## src/rtl/operand_fetch_unit_pkg.sv

```systemverilog
// Shared RV32I decode helpers for the operand fetch unit: opcode constants,
// instruction field positions and register-usage classification.
package operand_fetch_unit_pkg;

  localparam logic [6:0] OPC_LUI    = 7'b0110111;
  localparam logic [6:0] OPC_AUIPC  = 7'b0010111;
  localparam logic [6:0] OPC_JAL    = 7'b1101111;
  localparam logic [6:0] OPC_JALR   = 7'b1100111;
  localparam logic [6:0] OPC_BRANCH = 7'b1100011;
  localparam logic [6:0] OPC_LOAD   = 7'b0000011;
  localparam logic [6:0] OPC_STORE  = 7'b0100011;
  localparam logic [6:0] OPC_OP_IMM = 7'b0010011;
  localparam logic [6:0] OPC_OP     = 7'b0110011;

  localparam int OPC_LSB = 0;
  localparam int RD_LSB  = 7;
  localparam int RS1_LSB = 15;
  localparam int RS2_LSB = 20;

  typedef enum logic {
    ST_EMPTY = 1'b0,
    ST_FULL  = 1'b1
  } ofu_state_e;

  function automatic logic [6:0] opc_of(input logic [31:0] instr);
    return instr[OPC_LSB +: 7];
  endfunction

  function automatic logic [4:0] rd_of(input logic [31:0] instr);
    return instr[RD_LSB +: 5];
  endfunction

  function automatic logic [4:0] rs1_of(input logic [31:0] instr);
    return instr[RS1_LSB +: 5];
  endfunction

  function automatic logic [4:0] rs2_of(input logic [31:0] instr);
    return instr[RS2_LSB +: 5];
  endfunction

  function automatic logic uses_rs1(input logic [6:0] opc);
    return (opc == OPC_JALR) || (opc == OPC_BRANCH) || (opc == OPC_LOAD) ||
           (opc == OPC_STORE) || (opc == OPC_OP_IMM) || (opc == OPC_OP);
  endfunction

  function automatic logic uses_rs2(input logic [6:0] opc);
    return (opc == OPC_BRANCH) || (opc == OPC_STORE) || (opc == OPC_OP);
  endfunction

  // x0 is never tracked, so an rd of zero does not count as a write.
  function automatic logic writes_rd(input logic [31:0] instr);
    logic [6:0] opc;
    opc = opc_of(instr);
    return ((opc == OPC_LUI) || (opc == OPC_AUIPC) || (opc == OPC_JAL) ||
            (opc == OPC_JALR) || (opc == OPC_LOAD) || (opc == OPC_OP_IMM) ||
            (opc == OPC_OP)) && (rd_of(instr) != 5'd0);
  endfunction

endpackage

```

## src/rtl/operand_fetch_unit_reg_scoreboard.sv

```systemverilog
// Busy bit per architectural register; a set and a clear of the same
// register on one edge leaves it busy, and x0 can never be busy.
module reg_scoreboard (
  input  logic        CK_REF,
  input  logic        RST_N,
  input  logic        set_en,
  input  logic [4:0]  set_idx,
  input  logic        clr_en,
  input  logic [4:0]  clr_idx,
  output logic [31:0] busy
);

  logic [31:0] busy_next;

  always_comb begin
    busy_next = busy;
    if (clr_en) busy_next[clr_idx] = 1'b0;
    if (set_en) busy_next[set_idx] = 1'b1;
    busy_next[0] = 1'b0;
  end

  always_ff @(posedge CK_REF or negedge RST_N) begin
    if (!RST_N) busy <= '0;
    else        busy <= busy_next;
  end

endmodule

```

## src/rtl/operand_fetch_unit.sv

```systemverilog
// Register-file client: issues decoded instructions with captured operands
// into a one-entry execute stage, owns the write port, stalls RAW/WAW hazards.
module operand_fetch_unit
  import operand_fetch_unit_pkg::*;
#(
  parameter int XLEN        = 32,
  parameter bit BYPASS_EN   = 1'b1,
  parameter int STALL_CNT_W = 16
) (
  input  logic                   CK_REF,
  input  logic                   RST_N,
  input  logic                   ID_VALID,
  output logic                   ID_READY,
  input  logic [31:0]            ID_INSTR,
  output logic                   EX_VALID,
  input  logic                   EX_READY,
  output logic [31:0]            EX_INSTR,
  output logic [XLEN-1:0]        EX_RS1_DATA,
  output logic [XLEN-1:0]        EX_RS2_DATA,
  input  logic                   WB_VALID,
  input  logic [4:0]             WB_RD,
  input  logic [XLEN-1:0]        WB_DATA,
  output logic [4:0]             RF_RS1_OFFSET,
  output logic [4:0]             RF_RS2_OFFSET,
  input  logic [XLEN-1:0]        RF_RS1_DATA,
  input  logic [XLEN-1:0]        RF_RS2_DATA,
  output logic [4:0]             RF_RD_OFFSET,
  output logic [XLEN-1:0]        RF_DATA_IN,
  output logic                   RF_RD_WRN,
  output logic [31:0]            BUSY_VEC,
  output logic [STALL_CNT_W-1:0] STALL_CNT
);

  // Handshakes: a transfer happens on an edge where valid and ready are both
  // high; ID_READY never depends on ID_VALID, and EX_* stay frozen while
  // EX_VALID=1 and EX_READY=0.
  ofu_state_e      state;
  logic [4:0]      rs1, rs2, rd;
  logic [6:0]      opc;
  logic            wb_write, hit_rs1, hit_rs2, hit_rd;
  logic            raw_rs1, raw_rs2, waw, hazard, accept;
  logic [XLEN-1:0] op1, op2;

  assign opc = opc_of(ID_INSTR);
  assign rs1 = rs1_of(ID_INSTR);
  assign rs2 = rs2_of(ID_INSTR);
  assign rd  = rd_of(ID_INSTR);

  assign RF_RS1_OFFSET = rs1;
  assign RF_RS2_OFFSET = rs2;
  assign RF_RD_OFFSET  = WB_RD;
  assign RF_DATA_IN    = WB_DATA;
  assign wb_write      = WB_VALID && (WB_RD != 5'd0);
  assign RF_RD_WRN     = !wb_write;

  assign hit_rs1 = wb_write && (WB_RD == rs1);
  assign hit_rs2 = wb_write && (WB_RD == rs2);
  assign hit_rd  = wb_write && (WB_RD == rd);

  assign raw_rs1 = uses_rs1(opc) && BUSY_VEC[rs1] && !(BYPASS_EN && hit_rs1);
  assign raw_rs2 = uses_rs2(opc) && BUSY_VEC[rs2] && !(BYPASS_EN && hit_rs2);
  assign waw     = writes_rd(ID_INSTR) && BUSY_VEC[rd] && !hit_rd;
  assign hazard  = raw_rs1 || raw_rs2 || waw;

  assign ID_READY = ((state == ST_EMPTY) || EX_READY) && !hazard;
  assign accept   = ID_VALID && ID_READY;
  assign EX_VALID = (state == ST_FULL);

  // The register file writes on the same edge we capture, so its read port
  // still shows the old value; writeback data must be forwarded here.
  assign op1 = (rs1 == 5'd0) ? '0 : (hit_rs1 ? WB_DATA : RF_RS1_DATA);
  assign op2 = (rs2 == 5'd0) ? '0 : (hit_rs2 ? WB_DATA : RF_RS2_DATA);

  always_ff @(posedge CK_REF or negedge RST_N) begin
    if (!RST_N) begin
      state       <= ST_EMPTY;
      EX_INSTR    <= '0;
      EX_RS1_DATA <= '0;
      EX_RS2_DATA <= '0;
      STALL_CNT   <= '0;
    end else begin
      case (state)
        ST_EMPTY: if (accept) state <= ST_FULL;
        ST_FULL:  if (EX_READY && !accept) state <= ST_EMPTY;
        default:  state <= ST_EMPTY;
      endcase
      if (accept) begin
        EX_INSTR    <= ID_INSTR;
        EX_RS1_DATA <= op1;
        EX_RS2_DATA <= op2;
      end
      if (ID_VALID && !ID_READY && (STALL_CNT != '1))
        STALL_CNT <= STALL_CNT + STALL_CNT_W'(1);
    end
  end

  reg_scoreboard u_scoreboard (
    .CK_REF  (CK_REF),
    .RST_N   (RST_N),
    .set_en  (accept && writes_rd(ID_INSTR)),
    .set_idx (rd),
    .clr_en  (WB_VALID),
    .clr_idx (WB_RD),
    .busy    (BUSY_VEC)
  );

endmodule

```

## config.mk

```make
export PLATFORM = sky130hd
export DESIGN_NAME = operand_fetch_unit
export DESIGN_NICKNAME = d
export VERILOG_FILES = /design/src/rtl/operand_fetch_unit_pkg.sv /design/src/rtl/operand_fetch_unit_reg_scoreboard.sv /design/src/rtl/operand_fetch_unit.sv
export SDC_FILE = /design/constraint.sdc
export NUM_CORES = 1
export LEC_CHECK = 0
export CORE_ASPECT_RATIO = 0.9
export CORE_MARGIN = 3
export CORE_UTILIZATION = 40
export CTS_CLUSTER_SIZE = 25
export DETAILED_ROUTE_END_ITERATION = 12
export GPL_TIMING_DRIVEN = 0
export PLACE_DENSITY = 0.85
export SYNTH_ARGS = -nofsm -noshare
export SYNTH_HDL_FRONTEND = slang
export SYNTH_SLANG_ARGS = --single-unit
```

## constraint.sdc

```tcl
create_clock -name CK_REF -period 3.95 [get_ports CK_REF]
set_input_delay 1.185 -clock CK_REF [delete_from_list [all_inputs] [get_ports CK_REF]]
set_output_delay 1.185 -clock CK_REF [all_outputs]
set_load 0.01 [all_outputs]
```

==> flow_metrics.env <==
export IMPL_finalCritPeriodShare_pct=108
export IMPL_ios=332
export IMPL_die_y_um=145
export IMPL_die_area_um2=23100
export IMPL_drive_gt1_share_pct=20.0
export IMPL_drc=0
export IMPL_rsz0062_at_grt="true"
export IMPL_synthesis_nets=900
export IMPL_worstSetupStartpointType="primary input"
export IMPL_cp_end_kind="primary output"
export IMPL_setup_viol=1
export IMPL_cts_htree_levels=4
export IMPL_finalWirelength_um=32000
export IMPL_grt_use_total_pct=26.5
export IMPL_antenna_left=0
export IMPL_final_hold_violation_count=0
export IMPL_layout_min_cycle_time_ns=4.27
export IMPL_std_cell_rows=50
export IMPL_post_route_util_pct=62.0
export IMPL_synth_edf_count=0
export IMPL_ys_seq_area_share_pct=42.2
export IMPL_cts_root_buf="clkbuf_16"
export IMPL_path_class="primary input to primary output"
export IMPL_synth_area_top_cells="dfrtp_1, mux2i_1, o21ai_0"
export IMPL_required_ns=2.76
export IMPL_power_density_nw_per_um2=385
export IMPL_violations="setup timing"
export IMPL_skew_ns=0.0166
export IMPL_finalWeightedCongestion=0.978
export IMPL_cts_sinks=144
export IMPL_clock_latency_ns=0.43
export IMPL_relSlewSlack_pct=18.7
export IMPL_max_freq_mhz=234
export IMPL_cts_buffer_depth=2
export IMPL_crit_fanout=6
export IMPL_hold_depth=1
export IMPL_initialDrtViolationCount=815
export IMPL_clkSlewWorstSetupHoldPaths_ns=0.06
export IMPL_wl_per_cell_um=22.7
export IMPL_yosys_warnings=0
export IMPL_synth_top_cell_by_area="dfrtp_1"
export IMPL_syn_area_per_cell_um2=11.2
export IMPL_p_total_uw=5000
export IMPL_maxCapViolations=0
export IMPL_netlist_area_leader_share_pct=42.2
export IMPL_grt_first_pass_wirelength_um=47800
export IMPL_synth_seq_cells=144
export IMPL_antenna_found_initial=1
export IMPL_synthFlopType="dfrtp_1"
export IMPL_vias=8071
export IMPL_leakagePower_uw=0.00525
export IMPL_slew_viol_final=0
export IMPL_die_w_um=160
export IMPL_peakVddDrop_uv=264
export IMPL_synthesis_area_um2=8530
export IMPL_initial_core_util_pct=40.8
export IMPL_overflow=0
export IMPL_hp_class="flip-flop to flip-flop"
export IMPL_reg2reg_depth=11
export IMPL_dr_pass1_iters=5
export IMPL_cp_arrival_ns=3.09
export IMPL_finalNetCount=1252
export IMPL_grt_max_degree=87
export IMPL_finalWorstSetupSlack_ns=-0.321
export IMPL_tightest_slew_ns=1.20
export IMPL_hpwl_um=23900
export IMPL_coreArea_um2=20900
export IMPL_synth_distinct_cells=54
export IMPL_async_flop_share_pct=100
export IMPL_status="finished with violations"
export IMPL_numCtsBuffers=17
export IMPL_syn_inst=761
export IMPL_syn2layout_area_growth_pct=51.9
export IMPL_routed_via_density=5.71
export IMPL_portBuffers=320
export IMPL_reg2reg_slack_ns=1.02
export IMPL_grt_pass1_vias=8115
export IMPL_cts_tree="built"
[flip-flops by register name, summed over array words and instances (netlist names)]
| name | count |
|---|---|
| u_scoreboard.busy | 31 |
| EX_RS2_DATA | 32 |
| STALL_CNT | 16 |
| EX_INSTR | 32 |
| EX_VALID | 1 |
| EX_RS1_DATA | 32 |
[critical path, cell delays in order]
cell and delay [ns]:
buf_6 0.10, or3_4 0.41, o31ai_4 0.33, buf_4 0.19, nor4_4 0.05, nor4_2 0.20, o2111ai_1 0.16, nand4_1 0.16
buf_6 0.16, inv_4 0.03, buf_6 0.11
[cells by family after synthesis]
group | Yosys count | synth area share [%]
AOI/OAI and AO/OA | 222 | 19.9
DFF | 144 | 42.2
muxes | 134 | 18.6
buffers and inverters | 125 | 8.87
and+or+nand+nor | 105 | 7.27
xor gates and xnor gates | 29 | 2.98
adders and majority gates | 1 | 0.147
other | 1 | 0.0439
[cells in the final DEF, fill, tap and decap left out, types with 5 or more instances in the layout]
| cell type | synthesis | final |
|---|---|---|
| and3_1 | 5 | 5 |
| buf_1 | 6 | 5 |
| buf_2 | 14 | 9 |
| buf_4 | 48 | 66 |
| buf_6 | 12 | 21 |
| clkbuf_1 | 40 | 33 |
| clkbuf_16 | 0 | 17 |
| clkbuf_2 | 0 | 5 |
| clkdlybuf4s50_1 | 0 | 302 |
| dfrtp_1 | 144 | 144 |
| dlygate4sd2_1 | 0 | 8 |
| mux2_1 | 19 | 19 |
| mux2_2 | 8 | 8 |
| mux2_4 | 22 | 22 |
| mux2i_1 | 77 | 77 |
| mux4_2 | 8 | 8 |
| nand2_1 | 14 | 14 |
| nand3_1 | 14 | 14 |
| nand3b_1 | 10 | 10 |
| nand4_1 | 11 | 11 |
| nor2_1 | 11 | 11 |
| nor2b_1 | 7 | 7 |
| o21ai_0 | 102 | 102 |
| o22ai_1 | 9 | 8 |
| o31ai_1 | 64 | 64 |
| o41ai_2 | 31 | 31 |
| xnor2_1 | 22 | 22 |
| xor2_1 | 7 | 7 |
[worst paths after layout]
kind	start	end
min in group asynchronous	RST_N	EX_RS1_DATA[24]
min	STALL_CNT[8]	STALL_CNT[8]
max reg2reg	u_scoreboard.busy[15]	EX_INSTR[20]
min reg2reg	STALL_CNT[8]	STALL_CNT[8]
max	WB_RD[3]	ID_READY
max in group asynchronous	RST_N	u_scoreboard.busy[20]
[synthesized netlist by cell type (2+ instances only)]
cell type,instances
mux2_1,19
nand4_1,11
nand3b_1,10
or3b_2,3
nor2_1,11
mux4_2,8
o22ai_1,9
xor2_1,7
o31ai_1,64
nand2b_1,4
buf_6,12
or3_1,3
mux2_2,8
o21ai_0,102
xnor2_1,22
o21ai_1,2
nor2b_1,7
mux2i_1,77
nor4_1,7
or2_1,2
nor3_1,3
dfrtp_1,144
or2_2,2
o41ai_2,31
nand3_1,14
nand4b_1,3
a221oi_1,2
buf_1,6
clkbuf_1,40
nand2_1,14
mux2_4,22
nor4_2,2
buf_2,14
or3b_1,2
buf_4,48
and3_1,5
inv_1,4
[power breakdown]
group	internal (uW)	switching [uW]
registers	1680	145
logic	793	646
clock network	1030	710
total	3490	1500
[layer usage]
layer,global-route usage (%),share of wire [%],routed length (um),vias to the layer above
met5,0,0,0,-
met4,8.45,1.9,596,0
met3,6.62,9.1,2920,53
met2,43.2,48,15500,490
met1,35.1,41,13000,4005
li1,-,-,-,3523
[final cells by class]
cell class,count,area (um2)
inverters,5,21.3
well taps,286,358
multi-input cells,492,4250
repair buffers,335,3320
plain buffers,118,786
fillers,1682,7930
clock buffers,19,443
diodes,1,2.50
flip-flops and latches,144,3600
clock inverters,13,176
[metrics by stage]
step	cells	hold slack (ns)	setup slack, ns	area (um2)	setup TNS (ns)
global route	1413	0.517	-0.360	13000	-0.360
detailed placement	1368	0.483	-1.82	12200	-99.46
finish	1413	0.490	-0.321	13000	-0.321
floorplan	761	0.519	-0.157	8580	-0.157
global placement	1367	0.474	-4.26	12100	-715.38
CTS	1410	0.492	-0.294	12900	-0.294
[timing repair]
action,4_1_cts,5_1_grt
hold endpoints to repair,0,0
pin swaps,10,3
resized for setup,67,10
setup endpoints to repair,136,2
setup buffers,11,2
gates cloned,1,0
hold buffers,0,0
(Power assumes the default switching activity.)
